--- config.mk ---
export PLATFORM = sky130hd
export DESIGN_NAME = regbank_wr_arb
export DESIGN_NICKNAME = d
export VERILOG_FILES = /design/src/rtl/a3_pkg.sv /design/src/rtl/regbank_wr_arb_rr_pick.sv /design/src/rtl/regbank_wr_arb.sv
export SDC_FILE = /design/constraint.sdc
export NUM_CORES = 1
export LEC_CHECK = 0
export ABC_AREA = 1
export CAP_MARGIN = 10
export CORE_ASPECT_RATIO = 0.9
export CORE_MARGIN = 2
export CORE_UTILIZATION = 39
export DETAILED_ROUTE_END_ITERATION = 10
export PLACE_DENSITY = 0.82
export SYNTH_ARGS = -nofsm -noshare
export SYNTH_HDL_FRONTEND = slang
export SYNTH_SLANG_ARGS = --single-unit
--- constraint.sdc ---
create_clock -name clk -period 6.25 [get_ports clk]
set_clock_uncertainty 0.15 [all_clocks]
set_input_delay 1.5625 -clock clk [delete_from_list [all_inputs] [get_ports clk]]
set_output_delay 1.5625 -clock clk [all_outputs]
set_load 0.01 [all_outputs]
--- src/rtl/a3_pkg.sv ---
// Shared regbank constants and the write-port bundle type.
package a3_pkg;

  localparam int REG_SEL_W  = 6;
  localparam int REG_DATA_W = 64;

  typedef struct packed {
    logic                  we;
    logic [REG_SEL_W-1:0]  sel;
    logic [REG_DATA_W-1:0] val;
  } regbank_wr_t;

endpackage

--- src/rtl/regbank_wr_arb_rr_pick.sv ---
// Combinational round-robin picker: first set req bit at or after ptr, wrapping.
module rr_pick #(
  parameter int NREQ  = 3,
  parameter int PTR_W = $clog2(NREQ)
) (
  input  logic [NREQ-1:0]  req,
  input  logic [PTR_W-1:0] ptr,
  output logic [NREQ-1:0]  gnt,
  output logic [PTR_W-1:0] idx,
  output logic             any
);

  int best_d;
  int best_i;
  int d;

  // Rank each requester by its distance from ptr; works for non-power-of-two NREQ.
  always_comb begin
    best_d = NREQ;
    best_i = 0;
    d      = 0;
    for (int i = 0; i < NREQ; i++) begin
      d = (i >= int'(ptr)) ? i - int'(ptr) : i + NREQ - int'(ptr);
      if (req[i] && d < best_d) begin
        best_d = d;
        best_i = i;
      end
    end
    any = (best_d < NREQ);
    gnt = '0;
    for (int i = 0; i < NREQ; i++)
      gnt[i] = any && (i == best_i);
    idx = PTR_W'(best_i);
  end

endmodule

--- src/rtl/regbank_wr_arb.sv ---
// Round-robin arbiter for the single regbank write port, registered output stage
// plus a saturating contention counter.
module regbank_wr_arb
  import a3_pkg::*;
#(
  parameter int NREQ   = 3,
  parameter int SEL_W  = REG_SEL_W,
  parameter int DATA_W = REG_DATA_W,
  parameter int CNT_W  = 16
) (
  input  logic                     clk,
  input  logic                     reset,
  input  logic                     stall,
  input  logic [NREQ-1:0]          req_valid,
  input  logic [NREQ*SEL_W-1:0]    req_sel,
  input  logic [NREQ*DATA_W-1:0]   req_val,
  output logic [NREQ-1:0]          req_ready,
  output logic                     regbank_we,
  output logic [SEL_W-1:0]         regbank_sel,
  output logic [DATA_W-1:0]        regbank_val,
  output logic [CNT_W-1:0]         conflict_cnt
);

  localparam int PTR_W = $clog2(NREQ);

  logic [PTR_W-1:0]  rr_ptr;
  logic [PTR_W-1:0]  pick_idx;
  logic [NREQ-1:0]   pick_gnt;
  logic              pick_any;
  logic [NREQ-1:0]   req_elig;
  logic [SEL_W-1:0]  sel_mux;
  logic [DATA_W-1:0] val_mux;
  logic              conflict;

  assign req_elig = req_valid & {NREQ{~stall}};

  rr_pick #(.NREQ(NREQ), .PTR_W(PTR_W)) u_pick (
    .req (req_elig),
    .ptr (rr_ptr),
    .gnt (pick_gnt),
    .idx (pick_idx),
    .any (pick_any)
  );

  // Grant is held off while reset is asserted so no requester sees a phantom accept.
  assign req_ready = reset ? pick_gnt : '0;
  assign conflict  = ($countones(req_valid) >= 2);

  always_comb begin
    sel_mux = '0;
    val_mux = '0;
    for (int i = 0; i < NREQ; i++) begin
      if (pick_gnt[i]) begin
        sel_mux = req_sel[i*SEL_W +: SEL_W];
        val_mux = req_val[i*DATA_W +: DATA_W];
      end
    end
  end

  always_ff @(posedge clk or negedge reset) begin
    if (!reset) begin
      regbank_we   <= 1'b0;
      regbank_sel  <= '0;
      regbank_val  <= '0;
      rr_ptr       <= '0;
      conflict_cnt <= '0;
    end else begin
      regbank_we <= pick_any;
      if (pick_any) begin
        regbank_sel <= sel_mux;
        regbank_val <= val_mux;
        rr_ptr      <= (pick_idx == PTR_W'(NREQ-1)) ? '0 : pick_idx + PTR_W'(1);
      end
      if (conflict && !(&conflict_cnt))
        conflict_cnt <= conflict_cnt + CNT_W'(1);
    end
  end

endmodule

==> metrics.yaml <==
hold_class: "register to register"
cts.path.max_buffers: 2
htreeDepth: 3
instances_no_fill: 1064
ys_seq_area_share_pct: 41.8
post-route-period-util_pct: 97.3
cpMaxStageDelayCell: "clkdlybuf4s50_1"
vdd_drop_max_uv: 224
rsz0062_at_grt: "no"
final_antenna_net_count: 0
syn_area_um2: 5330
n_antenna_cell: 0
dr.first_iter.drc_count: 460
r2r-start: "rr_ptr[1]$_DFFE_PN0P_"
core_area_um2: 13400
cts.sinks: 89
synthCells: 627
syn-num-nets: 854
routed_wl_um: 19500
finalHoldViolCount: 0
start_util_pct: 39.9
yosys_warnings: 0
worstPathMaxFanout: 5
crit_path_start: "req_valid[0]"
clock-root-buffer: "clkbuf_16"
required_ns: 4.54
report.final.slew_viol_count: 0
vias_per_cell: 5.83
max_stage_delay_ns: 0.54
p_per_area_nw_per_um2: 392
power_mw: 3.39
dr.pass1.iters: 5
reg2reg_setup_slack_ns: 1.52
critPathLaunchType: "primary input"
fin_setup_tns_ns: 0
setup_violations: 0
cp_cell_sequence: "clkdlybuf4s50_1, nand2_1, nor2_1, ha_1, nand2_1, nand2_2, nand2_4, nand2_1, o21ai_2, inv_1, ha_1, nand2_1, nand2_1, nand2_1, nand2_1, nand2_2, nand2_4, nand3_2, nor2_1, clkdlybuf4s50_1"
post_cts_resized: 0
r2r-end: "regbank_val[10]$_DFFE_PN0P_"
clk_pin_slew_ns: 0.07
nNetsFinal: 1118
grt_util_all_layers_pct: 25.9
rows: 40
crit_path_end_kind: "output port"
vias: 6198
drive_above_1_share_pct: 5.58
wire_per_inst_um: 18.4
clock_latency_ns: 0.35
synth_top_area_share_pct: 41.8
critical_path.endpoint: "req_ready[0]"
ys_top_cells_by_area: "dfrtp_1, nand4_1, nand3_1, nand2_1, buf_2"
hold_buffers: 0
crit_type: "primary input to output port"
max_freq_mhz: 164
status: "finished, final reports clean"
dp.cells: 1048
cts_buffers: 9
gr-total-overflow: 0
tritoncts: "done"
die_width_um: 127
die_y_um: 115
post_cts_buffers: 0
ys_ff_latch: 89
tightestPinTransition_ns: 0.893
synth_edf_count: 0
grt_pass1_wl_um: 30200
yosys.area.top_type: "dfrtp_1"
gp_congestion: 0.840
die_area_um2: 14600
synth_ff_type: "dfrtp_1"
syn_avg_cell_area_um2: 8.49
timing.critical_path.mode_cell: "nand2_1"
antenna_found_initial: 0
portBuffers: 305
r2r_cells: 22
syn2layout_area_growth_pct: 62.6
slew_headroom_pct: 40.5
synth.distinct_cells: 33
fin_crit_ns: 6.08
dp_hpwl_um: 13300
arrival_ns: 4.37
grt_max_degree: 91
cap_violations: 0
grt_pass1_vias: 5965
drc: 0
power.leakage_nw: 3.52
boundaryPins: 306
async_flop_share_pct: 100
==> flip-flops by register name (all words and copies together) (netlist names) <==
| signal | count |
|---|---|
| conflict_cnt | 16 |
| regbank_val | 64 |
| regbank_sel | 6 |
| rr_ptr | 2 |
| regbank_we | 1 |
==> routing by layer <==
layer	part of all wire [%]	vias up	GRT usage [%]	routed length, µm
met5	0	-	0	0
met4	2.5	0	9.60	481
met3	9.0	37	7.40	1760
met2	50	306	45.5	9690
met1	39	2978	30.5	7590
li1	-	2877	-	-
==> worst min-delay path by stage <==
stage                                 start                      endpoint  slack (ns)  cells after the start
3_5_place_dp    conflict_cnt[6]$_DFFE_PN0P_   conflict_cnt[6]$_DFFE_PN0P_        0.34                      1
4_1_cts         conflict_cnt[6]$_DFFE_PN0P_   conflict_cnt[6]$_DFFE_PN0P_        0.35                      1
5_1_grt        conflict_cnt[15]$_DFFE_PN0P_  conflict_cnt[15]$_DFFE_PN0P_        0.37                      1
6_report        conflict_cnt[6]$_DFFE_PN0P_   conflict_cnt[6]$_DFFE_PN0P_        0.35                      1
2_1_floorplan  conflict_cnt[15]$_DFFE_PN0P_  conflict_cnt[15]$_DFFE_PN0P_        0.37                      1
3_3_place_gp   conflict_cnt[15]$_DFFE_PN0P_  conflict_cnt[15]$_DFFE_PN0P_        0.33                      1
==> cell usage in the layout, fill, tap and decap left out, types with 2 or more instances in the layout <==
cell type        instances
a21o_1                   2
a21oi_1                  2
buf_12                   2
buf_4                   14
bufinv_16                2
clkbuf_16                9
clkdlybuf4s50_1        304
clkinv_4                 3
dfrtp_1                 89
ha_1                    11
inv_1                   18
inv_2                    2
nand2_1                 94
nand2_2                  3
nand2_4                  3
nand3_1                 79
nand3_2                  3
nand4_1                212
nand4_4                  2
nor2_1                  10
nor2_2                   2
nor3_1                   3
o21ai_1                  2
xnor2_1                  4
xor2_1                  10
==> cell families (layout without fill, tap and decap cells) <==
logic type / count (synthesis) / count (layout) / share of synthesized area, %
DFF: 89 / 89 / 41.8
and+or+nand+nor: 415 / 415 / 43.2
buffers and inverters: 87 / 356 / 8.81
xor gates and xnor gates: 14 / 14 / 2.30
adders and majority gates: 11 / 11 / 2.58
AOI/OAI and AO/OA: 10 / 10 / 1.25
other: 1 / 1 / 0.0704
==> where the power goes <==
group | internal [mW] | total, mW | switching, mW
combinational | 0.859 | 1.79 | 0.932
clock | 0.354 | 0.601 | 0.247
sequential | 0.836 | 1.00 | 0.165
total | 2.05 | 3.39 | 1.34
==> final cells by class <==
| class | instances | area [µm²] |
|---|---|---|
| clock buffers | 9 | 225 |
| clock inverters | 7 | 103 |
| fillers | 1124 | 4700 |
| inverters | 20 | 75.1 |
| multi-input cells | 451 | 2630 |
| flip-flops and latches | 89 | 2230 |
| well taps | 168 | 210 |
| repair buffers | 320 | 3190 |
==> critical path: cells and delay by family <==
kind | cells | cell delay, ns
adder cells (fa/ha/maj) | 2 | 0.53
AO/OA/AOI/OAI | 1 | 0.09
AND/OR/NAND/NOR | 14 | 1.09
buffers and inverters | 3 | 1.10
==> Yosys cell counts, drive strengths merged, types with 2 or more instances <==
library cell and number:
nand4 214, clkbuf 19, xnor2 4, xor2 10
a21o 2, a21oi 2, dfrtp 89, nand2 100
inv 20, buf 48, ha 11, nor3 4
o21ai 3, nand3 82, nor2 13
==> stage by stage <==
stage / hold WS, ns / instance area (µm²) / setup slack (ns) / util, %
3_3_place_gp: 0.334 / 8330 / 0.216 / 62.3
6_report: 0.350 / 8660 / 0.171 / 64.8
2_1_floorplan: 0.371 / 5330 / 0.749 / -
5_1_grt: 0.366 / 8660 / 0.00637 / 64.8
4_1_cts: 0.352 / 8660 / 0.150 / 64.8
3_5_place_dp: 0.340 / 8330 / 0.159 / 62.3
Note: power is estimated with default switching activity, not from simulation.
==> variant 1, RTL diff (same settings) <==
`CNT_W`: 16 -> 24.
--- a/src/rtl/regbank_wr_arb.sv
+++ b/src/rtl/regbank_wr_arb.sv
@@ -7,5 +7,5 @@
   parameter int SEL_W  = REG_SEL_W,
   parameter int DATA_W = REG_DATA_W,
-  parameter int CNT_W  = 16
+  parameter int CNT_W  = 24
 ) (
   input  logic                     clk,
Ports: changed (resized conflict_cnt); port bits go from 306 to 314. No check against the original RTL was run, so the function may have changed too.
==> variant 1 against the unedited design <==
- setup slack improved by 0.014 ns
- cell area grew 5.8%
- total power increased by 1.2%
- wire length grew 16%
- combinational power grew 2%
- synthesized area grew 9.0%
- sequential power increased by 6%
- sequential cell count up 8
- critical endpoint is now req_ready[1]
- largest power group unchanged
==> variant 1: results (changes against the unedited design) <==
Synthesis
  – Synth Area in Adders: 2.37% (-0.21 points)
  – Synth Area in XOR/XNOR: 3.32% (+1.0 points)
  – Post-synth cell types: 34 (+3.0%)
  – Largest cells by area after synthesis: dfrtp_1, nand4_1, nand3_1
  – Syn avg cell area: 8.54 um2 (+0.50%)
  – Synth Area in Compound Gates: 1.03% (-0.21 points)
  – Top cells by count, synth: nand4_1, nand2_1, dfrtp_1, nand3_1, inv_1
  – Register area share after synthesis: 41.8% (about the same)

Route
  – Router iterations before antenna repair: 5 (unchanged)
  – Routed wl met3: 2220 um (+26%)
  – Met1 WL: 8630 um (+14%)
  – Avg WL per Cell: 19.6 um (+6.7%)
  – Routed met2 length: 10800 um (+11%)
  – Initial drt markers: 482 (+4.8%)
  – Vias: 6659 (+7.4%)
  – Vias per inst: 5.77 (-0.94%)

Worst setup path
  – CP Capture Point: req_ready[1]
  – Worst setup startpoint: stall
  – Flop-to-flop setup slack: 1.83 ns (+0.31 ns)
  – Worst R2R End: regbank_val[31]
  – FF-to-FF path depth: 21 (-4.5%)
  – Crit path DAT: 4.35 ns (-0.02 ns)

Global route
  – All-layer global routing usage: 28.2% (+2.2 points)
  – Initial antenna violation count: 2 (+2)
  – Met1 usage: 34.6% (+4.1 points)
  – Largest net degree at the start of global routing: 94 (+3.3%)
  – Number of global-route vias before repair: 6387 (+7.1%)
  – Wire length of the first global-routing pass: 35400 um (+17%)
  – GRT met3 Usage: 8.20% (+0.80 points)

CTS
  – Root Buffer: clkbuf_16
  – Post-CTS resize count: 0 (unchanged)

Power and ir drop
  – Leak: 3.73 nW (+6.0%)
  – Sequential Power: 0.00106 W (+6%)
  – Peak supply drop: 0.295 mV (+31%)
  – Clock Power: 0.000546 W (-9.2%)
  – Internal power: 0.00204 W (-0.62%)

Outcome
  – Status: finished, final reports clean

Placement
  – DP HPWL: 15800 um (+19%)
  – RD Place Congestion: 0.869 (+3.4%)
  – PortBufs: 313 (+2.6%)
  – Placed Instances: 1136 (+8.4%)

STA
  – Max-slew headroom: 37.5% (-3.0 points)

Cells and area
  – Nets: 1176 (+5.2%)
  – Biggest regs: regbank_val: 64 flops, conflict_cnt: 24 flops, regbank_sel: 6 flops
  – Share of layout cells above drive strength 1: 5.45% (-0.13 points)

Hold path
  – Hold EP: conflict_cnt[8]
  – Hold Crit Start: conflict_cnt[8]
-- variant 1: changes by cell type in the layout (fill, tap and decap cells not counted), sizes merged, moves of 7 or more --
| cell | delta |
|---|---|
| xnor2 | +7 |
| nand2 | +11 |
| dfrtp | +8 |
| clkdlybuf4s50 | +7 |
| inv | +12 |
| nor2 | +9 |
-- variant 1: layout make-up --
type                    count  area [um2]
diodes                      2        5.00
clock buffers              10         239
clock inverters             6        48.8
fillers                  1264        5450
inverters                  30         113
multi-input cells         486        2850
flip-flops and latches     97        2430
well taps                 198         248
repair buffers            325        3240
-- variant 1: metrics by stage --
stage	worst slack (ns)	utilization [%]	hold WS [ns]	total power (W)	cell area, um2
CTS	0.123	62.7	0.358	0.00346	9150
finish	0.184	62.7	0.354	0.00343	9160
global route	0.0129	62.7	0.373	0.00366	9160
floorplan	0.769	-	0.375	0.00202	5810
global placement	0.193	60.7	0.338	0.00286	8870
detailed placement	0.128	60.7	0.345	0.00289	8870
==> variant 2, RTL diff (same settings) <==
Without the edit above. Make the reset (`reset`) synchronous in one clocked block.
--- a/src/rtl/regbank_wr_arb.sv
+++ b/src/rtl/regbank_wr_arb.sv
@@ -58,5 +58,5 @@
   end
 
-  always_ff @(posedge clk or negedge reset) begin
+  always_ff @(posedge clk) begin
     if (!reset) begin
       regbank_we   <= 1'b0;
Check against the original RTL: differs if reset is asserted again (counterexample within 4 cycles, from zero or initial values and one cycle with reset low); with reset held inactive, the same outputs for 4 cycles.
==> variant 2 against the unedited design <==
- first-iteration DRC count is 31% lower
- sequential cell count stayed put
- cell area is 0.84% lower
- via count is 0.58% lower
- wire length is 11% lower
- setup slack better by 0.17 ns
- maximum frequency is 2.9% higher
- synthesized area is 4.2% lower
Power is not compared: it rests on default switching activity, and its combinational part moved more than twofold at a synthesized area within 25%.
==> variant 2: results (changes against the unedited design) <==
Synthesis
  – Largest cells by area after synthesis: dfxtp_1, nand2_1, nor2_1
  – Syn. warnings: 0 (unchanged)
  – Top cells by count, synth: nand2_1, nor2_1, inv_1, dfxtp_1, a21oi_1
  – Mapped Nets: 1084 (+27%)
  – Post-synth cell types: 25 (-24%)
  – Syn avg cell area: 5.96 um2 (-30%)
  – Register area share after synthesis: 34.9% (-6.9 points)
  – Post-synthesis async set-or-reset flop share: 0% (-100 points)

Hold path
  – Hold Path Class: flip-flop to flip-flop
  – Hold Crit Start: regbank_val[41]

Cells and area
  – Nets: 1368 (+22%)
  – Share of layout cells above drive strength 1: 3.49% (-2.1 points)
  – # diodes: 0 (unchanged)
  – Biggest regs: regbank_val: 64 flops, conflict_cnt: 16 flops, regbank_sel: 6 flops
  – Fill count: 1147 (+2.0%)

Worst setup path
  – Worst setup startpoint: stall
  – Worst-path fanout max: 3 (-2)
  – Critical R2R Launch: rr_ptr[1]

Global route
  – All-layer global routing usage: 25.0% (-0.88 points)
  – Initial antenna violation count: 0 (unchanged)
  – GRT met3 Usage: 8.29% (+0.89 points)
  – Wire length of the first global-routing pass: 28700 um (-4.9%)
  – Number of global-route vias before repair: 5920 (-0.75%)
  – Met1 usage: 28.1% (-2.4 points)
  – M2 GR Usage: 45.2% (-0.31 points)
  – Largest net degree at the start of global routing: 79 (-13%)

Power and ir drop
  – Leak: 3.89 nW
  – Peak supply drop: 0.144 mV

CTS
  – Max H-tree Level: 3 (unchanged)
  – Clock insertion delay at the later pin of the skew report: 0.35 ns (about the same)
  – Postcts setup bufs: 0 (unchanged)
  – Root Buffer: clkbuf_16
  – Longest Clk Path Bufs: 2 (unchanged)
  – CTS clk-pin slew, worst paths: 0.06 ns
  – Cts bufs inserted: 9 (unchanged)

Route
  – Avg WL per Cell: 13.3 um (-27%)
  – WL final: 17500 um (-11%)
  – Initial drt markers: 317 (-31%)
  – Router iterations before antenna repair: 4 (-1)
  – Vias per inst: 4.70 (-19%)

Placement
  – Placed cell areas: 8290 um2 (-0.53%)
  – RD Place Congestion: 0.854 (+1.6%)
  – PortBufs: 305 (unchanged)
  – DP HPWL: 12500 um (-6.2%)
  – Placed Instances: 1294 (+23%)

Outcome
  – Status: finished, final reports clean

STA
  – Max-slew headroom: 41.5% (+1.1 points)
-- variant 2: cell types whose count changed after synthesis, moves of 4 or more --
cell and change:
xor2_1 -10, buf_2 -16, nand4_1 -209, dfxtp_1 +89, dfrtp_1 -89, buf_6 -11
nor3_1 +8, inv_1 +83, clkbuf_1 +4, nor2_1 +147, o21ai_0 +12, a21oi_1 +82
nand2_1 +156
-- variant 2: layout make-up --
type	instances	area [um2]	area share (%)
flip-flops and latches	89	1780	20.8
clock inverters	6	67.6	0.787
multi-input cells	621	2760	32.2
well taps	164	205	2.39
inverters	103	387	4.50
clock buffers	10	229	2.67
repair buffers	317	3150	36.7
-- variant 2: final timing paths --
check | to | slack [ns] | cells past startpoint
setup / recovery | req_ready[1] | 0.34 | 24
hold / removal | regbank_val[41] | 0.33 | 2
setup reg to reg | regbank_sel[3] | 2.32 | 24
hold reg to reg | regbank_val[41] | 0.33 | 2
-- variant 2: what timing repair did --
| item | 4_1_cts | 5_1_grt |
|---|---|---|
| endpoints found under the setup margin | 2 | 3 |
| hold buffers | 0 | 0 |
| gates resized for setup | 2 | 7 |
-- variant 2: cell families (layout without fill, tap and decap cells) --
| family | after synthesis | count (layout) | share of synthesized area [%] |
|---|---|---|---|
| compound gates | 102 | 102 | 10.6 |
| xor+xnor | 1 | 1 | 0.172 |
| fa+ha+maj | 11 | 11 | 2.70 |
| buf+inv | 147 | 436 | 11.7 |
| flops | 89 | 89 | 34.9 |
| other cells | 1 | 1 | 0.0735 |
| simple gates | 506 | 506 | 39.9 |
-- variant 2: critical path, stage by stage --
cell and delay, ns:
clkdlybuf4s50_1 0.47, inv_2 0.04, nand2_1 0.07, nor2_2 0.04
ha_1 0.17, a21o_1 0.15, nor2_1 0.08, nand2_1 0.08
nand2_2 0.08, nand2_1 0.05, o21ai_1 0.10, inv_1 0.08
ha_1 0.27, nand2_1 0.05, nand2_1 0.06, nand2_1 0.05
nand2_1 0.05, nand2_1 0.06, nand2_1 0.09, nand2_2 0.10
nor2_4 0.09, nand2_1 0.07, inv_1 0.07, clkdlybuf4s15_1 0.27
-- variant 2: metrics by stage --
stage	TNS [ns]	hold WS, ns	setup WS, ns
after floorplan	0	0.346	0.802
after global placement	0	0.314	0.0138
after detailed placement	-0.0283	0.320	-0.0283
after CTS	0	0.329	0.0186
after global routing	0	0.340	0.0217
final	0	0.327	0.341
-- variant 2: where the power goes --
part | switching [W] | internal, W
Clock | 0.000232 | 0.000311
Combinational | 0.000323 | 0.000349
Sequential | 0.0000360 | 0.000638
-- variant 2: per-layer routing --
metal	part of all wire [%]	up-vias
li1	-	3217
met1	41	2703
met2	49	217
met3	8.4	25
met4	1.9	0
met5	0	-
